--- config.mk ---
export PLATFORM = sky130hd
export DESIGN_NAME = mem_port_arbiter
export DESIGN_NICKNAME = d
export VERILOG_FILES = /design/src/rtl/mem_arb_pkg.sv /design/src/rtl/rr_arbiter.sv /design/src/rtl/mem_port_arbiter.sv
export SDC_FILE = /design/constraint.sdc
export NUM_CORES = 1
export LEC_CHECK = 0
export CAP_MARGIN = 20
export CELL_PAD_IN_SITES_DETAIL_PLACEMENT = 1
export CELL_PAD_IN_SITES_GLOBAL_PLACEMENT = 1
export CORE_AREA = 2 2 109 111
export DETAILED_ROUTE_END_ITERATION = 6
export DIE_AREA = 0 0 111 113
export PLACE_DENSITY_LB_ADDON = 0.1
export SLEW_MARGIN = 0
export SYNTH_ARGS = -nofsm -noshare
export SYNTH_HDL_FRONTEND = slang
export SYNTH_SLANG_ARGS = --single-unit
--- constraint.sdc ---
create_clock -name Clock -period 2.4 [get_ports Clock]
set_input_delay 0.24 -clock Clock [delete_from_list [all_inputs] [get_ports Clock]]
set_output_delay 0.24 -clock Clock [all_outputs]
set_load 0.01 [all_outputs]
--- src/rtl/mem_arb_pkg.sv ---
// Shared types for the memory port arbiter: FSM state encoding and arbitration mode.
package mem_arb_pkg;

    typedef enum logic [1:0] {
        IDLE  = 2'd0,
        ISSUE = 2'd1,
        WAIT  = 2'd2,
        RESP  = 2'd3
    } arbState_t;

    typedef enum logic {
        ARB_FIXED = 1'b0,
        ARB_RR    = 1'b1
    } arbMode_t;

endpackage

--- src/rtl/rr_arbiter.sv ---
// Winner selection: fixed priority from port 0, or round-robin starting after the last winner.
module rr_arbiter
    import mem_arb_pkg::*;
#(
    parameter int NUM_PORTS = 2,
    parameter int IDX_W     = (NUM_PORTS > 1) ? $clog2(NUM_PORTS) : 1
) (
    input  logic [NUM_PORTS-1:0] req,
    input  logic [IDX_W-1:0]     lastIdx,
    input  arbMode_t             mode,
    output logic [NUM_PORTS-1:0] grant,
    output logic [IDX_W-1:0]     grantIdx,
    output logic                 grantValid
);

    int               pos;
    logic [IDX_W-1:0] cand;

    always_comb begin
        grant      = '0;
        grantIdx   = '0;
        grantValid = 1'b0;
        pos        = 0;
        cand       = '0;
        for (int k = 0; k < NUM_PORTS; k++) begin
            // lastIdx + 1 + k never reaches 2*NUM_PORTS, so one subtraction wraps it
            if (mode == ARB_RR) begin
                pos = int'(lastIdx) + 1 + k;
                if (pos >= NUM_PORTS) pos = pos - NUM_PORTS;
            end else begin
                pos = k;
            end
            cand = IDX_W'(pos);
            if (!grantValid && req[cand]) begin
                grantValid  = 1'b1;
                grant[cand] = 1'b1;
                grantIdx    = cand;
            end
        end
    end

endmodule

--- src/rtl/mem_port_arbiter.sv ---
// Shares one synchronous single-port RAM between NUM_PORTS requesters with
// waitrequest handshakes, optional wait states and fixed or round-robin arbitration.
module mem_port_arbiter
    import mem_arb_pkg::*;
#(
    parameter int       NUM_PORTS   = 2,
    parameter int       ADDR_W      = 12,
    parameter int       DATA_W      = 16,
    parameter int       WAIT_STATES = 0,
    parameter arbMode_t ARB_MODE    = ARB_RR
) (
    input  logic                              Clock,
    input  logic                              ResetN,
    input  logic [NUM_PORTS-1:0][ADDR_W-1:0]  PortAddr,
    input  logic [NUM_PORTS-1:0][DATA_W-1:0]  PortWData,
    input  logic [NUM_PORTS-1:0]              PortRead,
    input  logic [NUM_PORTS-1:0]              PortWrite,
    output logic [NUM_PORTS-1:0][DATA_W-1:0]  PortRData,
    output logic [NUM_PORTS-1:0]              PortWaitreq,
    output logic [ADDR_W-1:0]                 MemAddr,
    output logic [DATA_W-1:0]                 MemWData,
    output logic                              MemWrite,
    input  logic [DATA_W-1:0]                 MemRData
);

    localparam int IDX_W = (NUM_PORTS > 1) ? $clog2(NUM_PORTS) : 1;

    arbState_t                          state;
    logic [IDX_W-1:0]                   winner, rrPtr, grantIdx;
    logic [NUM_PORTS-1:0]               req, grant;
    logic                               grantValid;
    logic [ADDR_W-1:0]                  latAddr, selAddr;
    logic [DATA_W-1:0]                  latWData, selWData;
    logic                               latWrite, selWrite;
    logic [3:0]                         waitCnt;
    logic [NUM_PORTS-1:0][DATA_W-1:0]   rdataReg;

    assign req = PortRead | PortWrite;

    rr_arbiter #(
        .NUM_PORTS (NUM_PORTS),
        .IDX_W     (IDX_W)
    ) uArb (
        .req        (req),
        .lastIdx    (rrPtr),
        .mode       (ARB_MODE),
        .grant      (grant),
        .grantIdx   (grantIdx),
        .grantValid (grantValid)
    );

    always_comb begin
        selAddr  = '0;
        selWData = '0;
        for (int i = 0; i < NUM_PORTS; i++) begin
            if (grant[i]) begin
                selAddr  = selAddr  | PortAddr[i];
                selWData = selWData | PortWData[i];
            end
        end
        selWrite = |(grant & PortWrite);
    end

    always_ff @(posedge Clock or negedge ResetN) begin
        if (!ResetN) begin
            state    <= IDLE;
            winner   <= '0;
            rrPtr    <= IDX_W'(NUM_PORTS - 1);
            latAddr  <= '0;
            latWData <= '0;
            latWrite <= 1'b0;
            waitCnt  <= '0;
            rdataReg <= '0;
        end else begin
            case (state)
                IDLE: begin
                    if (grantValid) begin
                        winner   <= grantIdx;
                        rrPtr    <= grantIdx;
                        latAddr  <= selAddr;
                        latWData <= selWData;
                        latWrite <= selWrite;
                        state    <= ISSUE;
                    end
                end
                ISSUE: begin
                    waitCnt <= 4'(WAIT_STATES);
                    state   <= (WAIT_STATES == 0) ? RESP : WAIT;
                end
                WAIT: begin
                    waitCnt <= waitCnt - 4'd1;
                    if (waitCnt == 4'd1) state <= RESP;
                end
                RESP: begin
                    // A requester that dropped mid-access gets no data delivered
                    if (!latWrite && req[winner]) rdataReg[winner] <= MemRData;
                    state <= IDLE;
                end
                default: state <= IDLE;
            endcase
        end
    end

    assign MemAddr  = latAddr;
    assign MemWData = latWData;
    assign MemWrite = (state == ISSUE) && latWrite;

    // Read data is forwarded in the completing cycle so it is valid together with waitreq low
    always_comb begin
        PortWaitreq = '0;
        PortRData   = '0;
        for (int i = 0; i < NUM_PORTS; i++) begin
            PortWaitreq[i] = req[i] & ~((state == RESP) && (winner == IDX_W'(i)));
            PortRData[i]   = ((state == RESP) && (winner == IDX_W'(i)) && !latWrite && req[i])
                             ? MemRData : rdataReg[i];
        end
    end

endmodule

# [Yosys cells after proc, flatten, opt, wreduce, memory -nomap -nowiden]
# Cells that the tools add are included.
# W data, S select, Z words.
[word_totals] ff_bits=69 latch_bits=0 ram_bits=0 mem_bits_ro=0 in_bits=78 out_inout_bits=63 wordCells=89 mem_count=0
[op_classes] n_addsub=5 n_mul=0 div=0 n_lt_le_gt_ge=8 eq_ne=6 n_shift=0 muxes=31 bitwise=10 n_reduce_logical=20
[op_table] op="$mux W16" count=5
[op_table] op="$bwmux W32" count=1
[op_table] op="$ge A32 B3 Y1 const B" count=1
[op_table] op="$mux W12" count=2
[op_table] op="$demux W16 S1" count=1
[op_table] op="$or A16 B16 Y16" count=1
[op_table] op="$mux W1" count=14
[op_table] op="$logic_and A1 B1 Y1" count=12
[op_table] op="$or A12 B12 Y12" count=1
[op_table] op="$mux W2" count=4
[op_table] op="$pmux W2 S4" count=1
[op_table] op="$pmux W4 S2" count=1
[op_table] op="$lt A1 B2 Y1 const B" count=3
[op_table] op="$reduce_and A2 Y1" count=3
[op_table] op="$eq A2 B2 Y1 const B" count=2
[op_table] op="$eq A4 B1 Y1 const B" count=1
[op_table] op="$ne A2 B2 Y1 const B" count=2
[op_table] op="$or A2 B2 Y2" count=2
[op_table] op="$sub A4 B1 Y4 const B" count=1
[op_table] op="$add A2 B1 Y3 const B" count=1
[op_table] op="$ge A1 B1 Y1 const B" count=3
[op_table] op="$not A1 Y1" count=3
[op_table] op="$add A1 B1 Y2 const B" count=1
[op_table] op="$and A1 B1 Y1" count=2
[op_table] op="9 further kinds" count=12

# [Depth between registers and ports, before layout]
[depth] ltp_word=13 ltp_mapped=7 mapped_depth_nobuf=5

# [Modules after synthesis]
# Synthesis repeated with hierarchy kept, for this count alone.
[hier_totals] cells_unflattened=291 hier_area_um2=3483.3
[by_module_without_submodules] mod="mem_port_arbiter" instances=1 cells_each=285 area_per_inst_um2=3439.5 seq_area_each_um2=1727.9
[by_module_without_submodules] mod="rr_arbiter" instances=1 cells_each=6 area_per_inst_um2=43.8 seq_area_each_um2=0.0

# [Worst setup path after synthesis]
# Ideal clock, no wire load.
[synth_path] path_kind="reg2out" start="register state[0]" end="output PortRData[0] (netlist name)" arrival_ns=1.605 t_required_ns=2.160 setup_slack_ns=0.555 stages_incl_launch_ff=6 path_buffers=2 cell_sequence="dfrtp_1 > ha_1 > or4b_1 > buf_2 > buf_6 > mux2_4"
[synth_lines] item="start: declaration" line="mem_port_arbiter.sv:28" rtl="arbState_t state;"
[synth_lines] item="start signal: assignment" line="mem_port_arbiter.sv:88" rtl="state <= (WAIT_STATES == 0) ? RESP : WAIT;"
[synth_lines] item="end: declaration" line="mem_port_arbiter.sv:18" rtl="output logic [NUM_PORTS-1:0][DATA_W-1:0] PortRData,"

==> flow_summary_export.csv <==
group,metric,value,unit
routing,drt_iter0_drc,83,
yosys,synth_top_cell_area_share,44.68,%
grt,grt_max_degree,70,
yosys,async_flop_share,100.0,%
final_layout,drive_gt1_share,29.20,%
setup_path,arrival,2070,ps
sta,fmax,433.8,MHz
power_and_ir_drop,power_density,1238,nW/um2
cts,cts_max_path_buffers,2,
yosys,yosysTopAreaCell,"dfrtp_1",
sta,period_minus_slack,2305,ps
setup_path,path_cells,"ha_2 > or4b_4 > buf_16 > mux2_4 > clkdlybuf4s15_1",
yosys,synth.distinct_cells,35,
placed_design,io_buffers,140,
sta,clock_skew,5.617,ps
die,fp.dieH,113,um
die,die_w,111,um
grt,grt_antenna_before_repair,0,
yosys,syn_area,3809,um2
final_layout,syn2layout_area_growth,51.58,%
final_layout,fillCellCount,1206,
yosys,synthCells,346,
die,rows,39,
yosys,ys_top_cells_by_area,"dfrtp_1 (45%), mux2_4 (12%), o21ai_0 (10%), mux2_2 (9.5%), o22a_1 (6.0%)",
power_and_ir_drop,ir_drop,0.4769,mV
sta,fin_crit_sh,96.04,%
setup_path,slowest_delay,540,ps
yosys,synth_seq_cells,69,
sta,hold_violations,0,
sta,setup_tns,0,ps
sta,drv_slew,0,
routing,vias_per_cell,5.142,
routing,wirelength,11610,um
setup_path,path_class,"flip-flop to output port",
cts,cts_tree,"yes",
sta,maxSlewHeadroom,38.62,%
die,io_pins,141,
cts,clk_latency,320,ps
yosys,synth_most_common_cell,"o21ai_0",
grt,grt_usage,17.67,%
placed_design,postPlaceCellArea,5446,um2
die,coreArea,11270,um2
placed_design,hpwl,7474,um
yosys,synth_warnings,0,
die,dieArea,12540,um2
final_layout,diodes,0,
sta,rsz0062_at_grt,"false",
grt,grt.overflow.total,0,
final_layout,fin_area,5773,um2
setup_path,cp_slowest_cell,"or4b_4",
power_and_ir_drop,leakage,2.560,nW
worst_hold_path,min_path_type,"primary input to asynchronous set/reset pin",
job,drv_cap,0,
yosys,yosysSeqAreaShare,45.37,%
cts,hold_buffers,0,
setup_path,crit_path_end_kind,"output port",
placed_design,place_ws,-345.7,ps
outcome,status,"finished clean",
placed_design,place_congestion,0.7688,
sta,setup_viol,0,
routing,wl_per_cell,18.06,um
grt,grt_pass1_wl,17790,um
yosys,synth_commonest_cells,"o21ai_0 (77), dfrtp_1 (68), mux2_2 (32), mux2_4 (30), nand2_1 (30)",
final_layout,final_nets,579,
grt,grt_pass1_vias,3397,
sta,tightestPinTransition,920.7,ps
cts,cts_sinks,69,
cts,htree_levels,3,
setup_path,path_max_fanout,3,
routing,ant_nets,0,
cts,cts_root_buf,"clkbuf_16",
yosys,synthesis.nets,430,
die,start_util,33.79,%
yosys,syn_area_per_cell,11.01,um2
routing,vias,3306,
routing,firstDrtPassIters,4,
routing,drc,0,
sta,setup_ws,94.93,ps
cts,clk_pin_slew_worst_paths,60,ps
yosys,synthFlopType,"dfrtp_1",
setup_path,critPathLaunch,"state[1]",
yosys,synth_edf_count,0,
setup_path,crit_required,2160,ps
sta,hold_ws,14.17,ps
setup_path,setup.worst_path.start_class,"flip-flop",
cts,cts_made_buffers,9,
setup_path,timing.rr.start,"state[1]",
state kept, by name, summed over array words and instances (netlist names):
name      flops
winner        1
MemWData     16
latWrite      1
state         2
rdataReg     32
waitCnt       4
MemAddr      12
rrPtr         1
cells in the final DEF, fill, tap and decap left out, drive strengths merged:
cell type      Yosys  layout
clkdlybuf4s50      0     107
o21ai             81      81
dfrtp             68      68
mux2              64      64
clkbuf            18      47
nand2             30      30
buf               13      27
o22a              26      26
inv                7       7
ha                 6       6
nor2               4       4
a21oi              3       3
mux2i              3       3
a22o               3       3
nor3               3       3
nor4bb             2       2
a221o              2       2
or4b               1       1
and2               1       1
o41ai              1       1
o21ba              1       1
o21a               1       1
nand2b             1       1
o2bb2ai            1       1
or3                1       1
or3b               1       1
a32oi              1       1
nor3b              1       1
o31ai              1       1
clkinv             0       1
clkinvlp           0       1
bufinv             0       1
clkdlybuf4s15      0       1
dfstp              1       1
cell families after synthesis:
kind of cell	Yosys count	synth area share, %
mux	67	22.67
simple gates	45	5.585
buf+inv	38	4.632
flops	69	45.37
fa+ha+maj	6	1.971
compound gates	121	19.78
critical path, delay by kind of cell (launching register included):
family / cells / cell delay, ps
AND/OR/NAND/NOR: 1 / 540
flip-flops: 1 / 350
multiplexers: 1 / 280
buffers and inverters: 2 / 390
adder cells (fa/ha/maj): 1 / 180
power by group:
part / internal [mW] / switching, mW
logic: 2.11 / 1.60
clock network: 0.888 / 0.483
registers: 1.74 / 0.320
total: 4.74 / 2.41
what timing repair did:
item | CTS | global route
pin swaps | 0 | 2
setup buffers | 1 | 5
setup endpoints to repair | 32 | 32
gates resized for setup | 35 | 64
gates cloned | 1 | 3
worst paths after layout:
check	end	slack, ps	cells past startpoint
worst max-delay path	PortRData[5]	90	5
worst min-delay path	rdataReg[4]	10	1
worst max register to register	rdataReg[14]	350	6
worst min register to register	MemAddr[9]	480	2
max in group asynchronous	MemWData[14]	1750	1
min in group Clock	MemAddr[9]	480	2
layout make-up:
type	count	area, um2	share of cell area, %
Clock buffer	13	270.3	4.681
Clock inverter	3	42.54	0.7369
Inverter	7	26.28	0.4551
Multi-Input combinational cell	239	1931	33.44
Sequential cell	69	1728	29.93
Tap cell	143	178.9	3.099
Timing Repair Buffer	169	1597	27.65
layer usage:
metal / wire length [um] / global-route usage, % / up-vias
met5: 0 / 0 / -
li1: - / - / 1555
met3: 731 / 5.249 / 4
met1: 5125 / 22.54 / 1651
met4: 57 / 3.750 / 0
met2: 5695 / 29.98 / 96
per-stage QoR:
| stage | power, mW | instances | utilization (%) |
|---|---|---|---|
| 2_1_floorplan | 4.112 | 346 | - |
| 3_3_place_gp | 5.832 | 617 | 48.32 |
| 3_5_place_dp | 5.944 | 617 | 48.32 |
| 4_1_cts | 7.169 | 635 | 51.09 |
| 5_1_grt | 7.664 | 643 | 51.22 |
| 6_report | 7.150 | 643 | 51.22 |
Power figures use the tool's default switching activity.
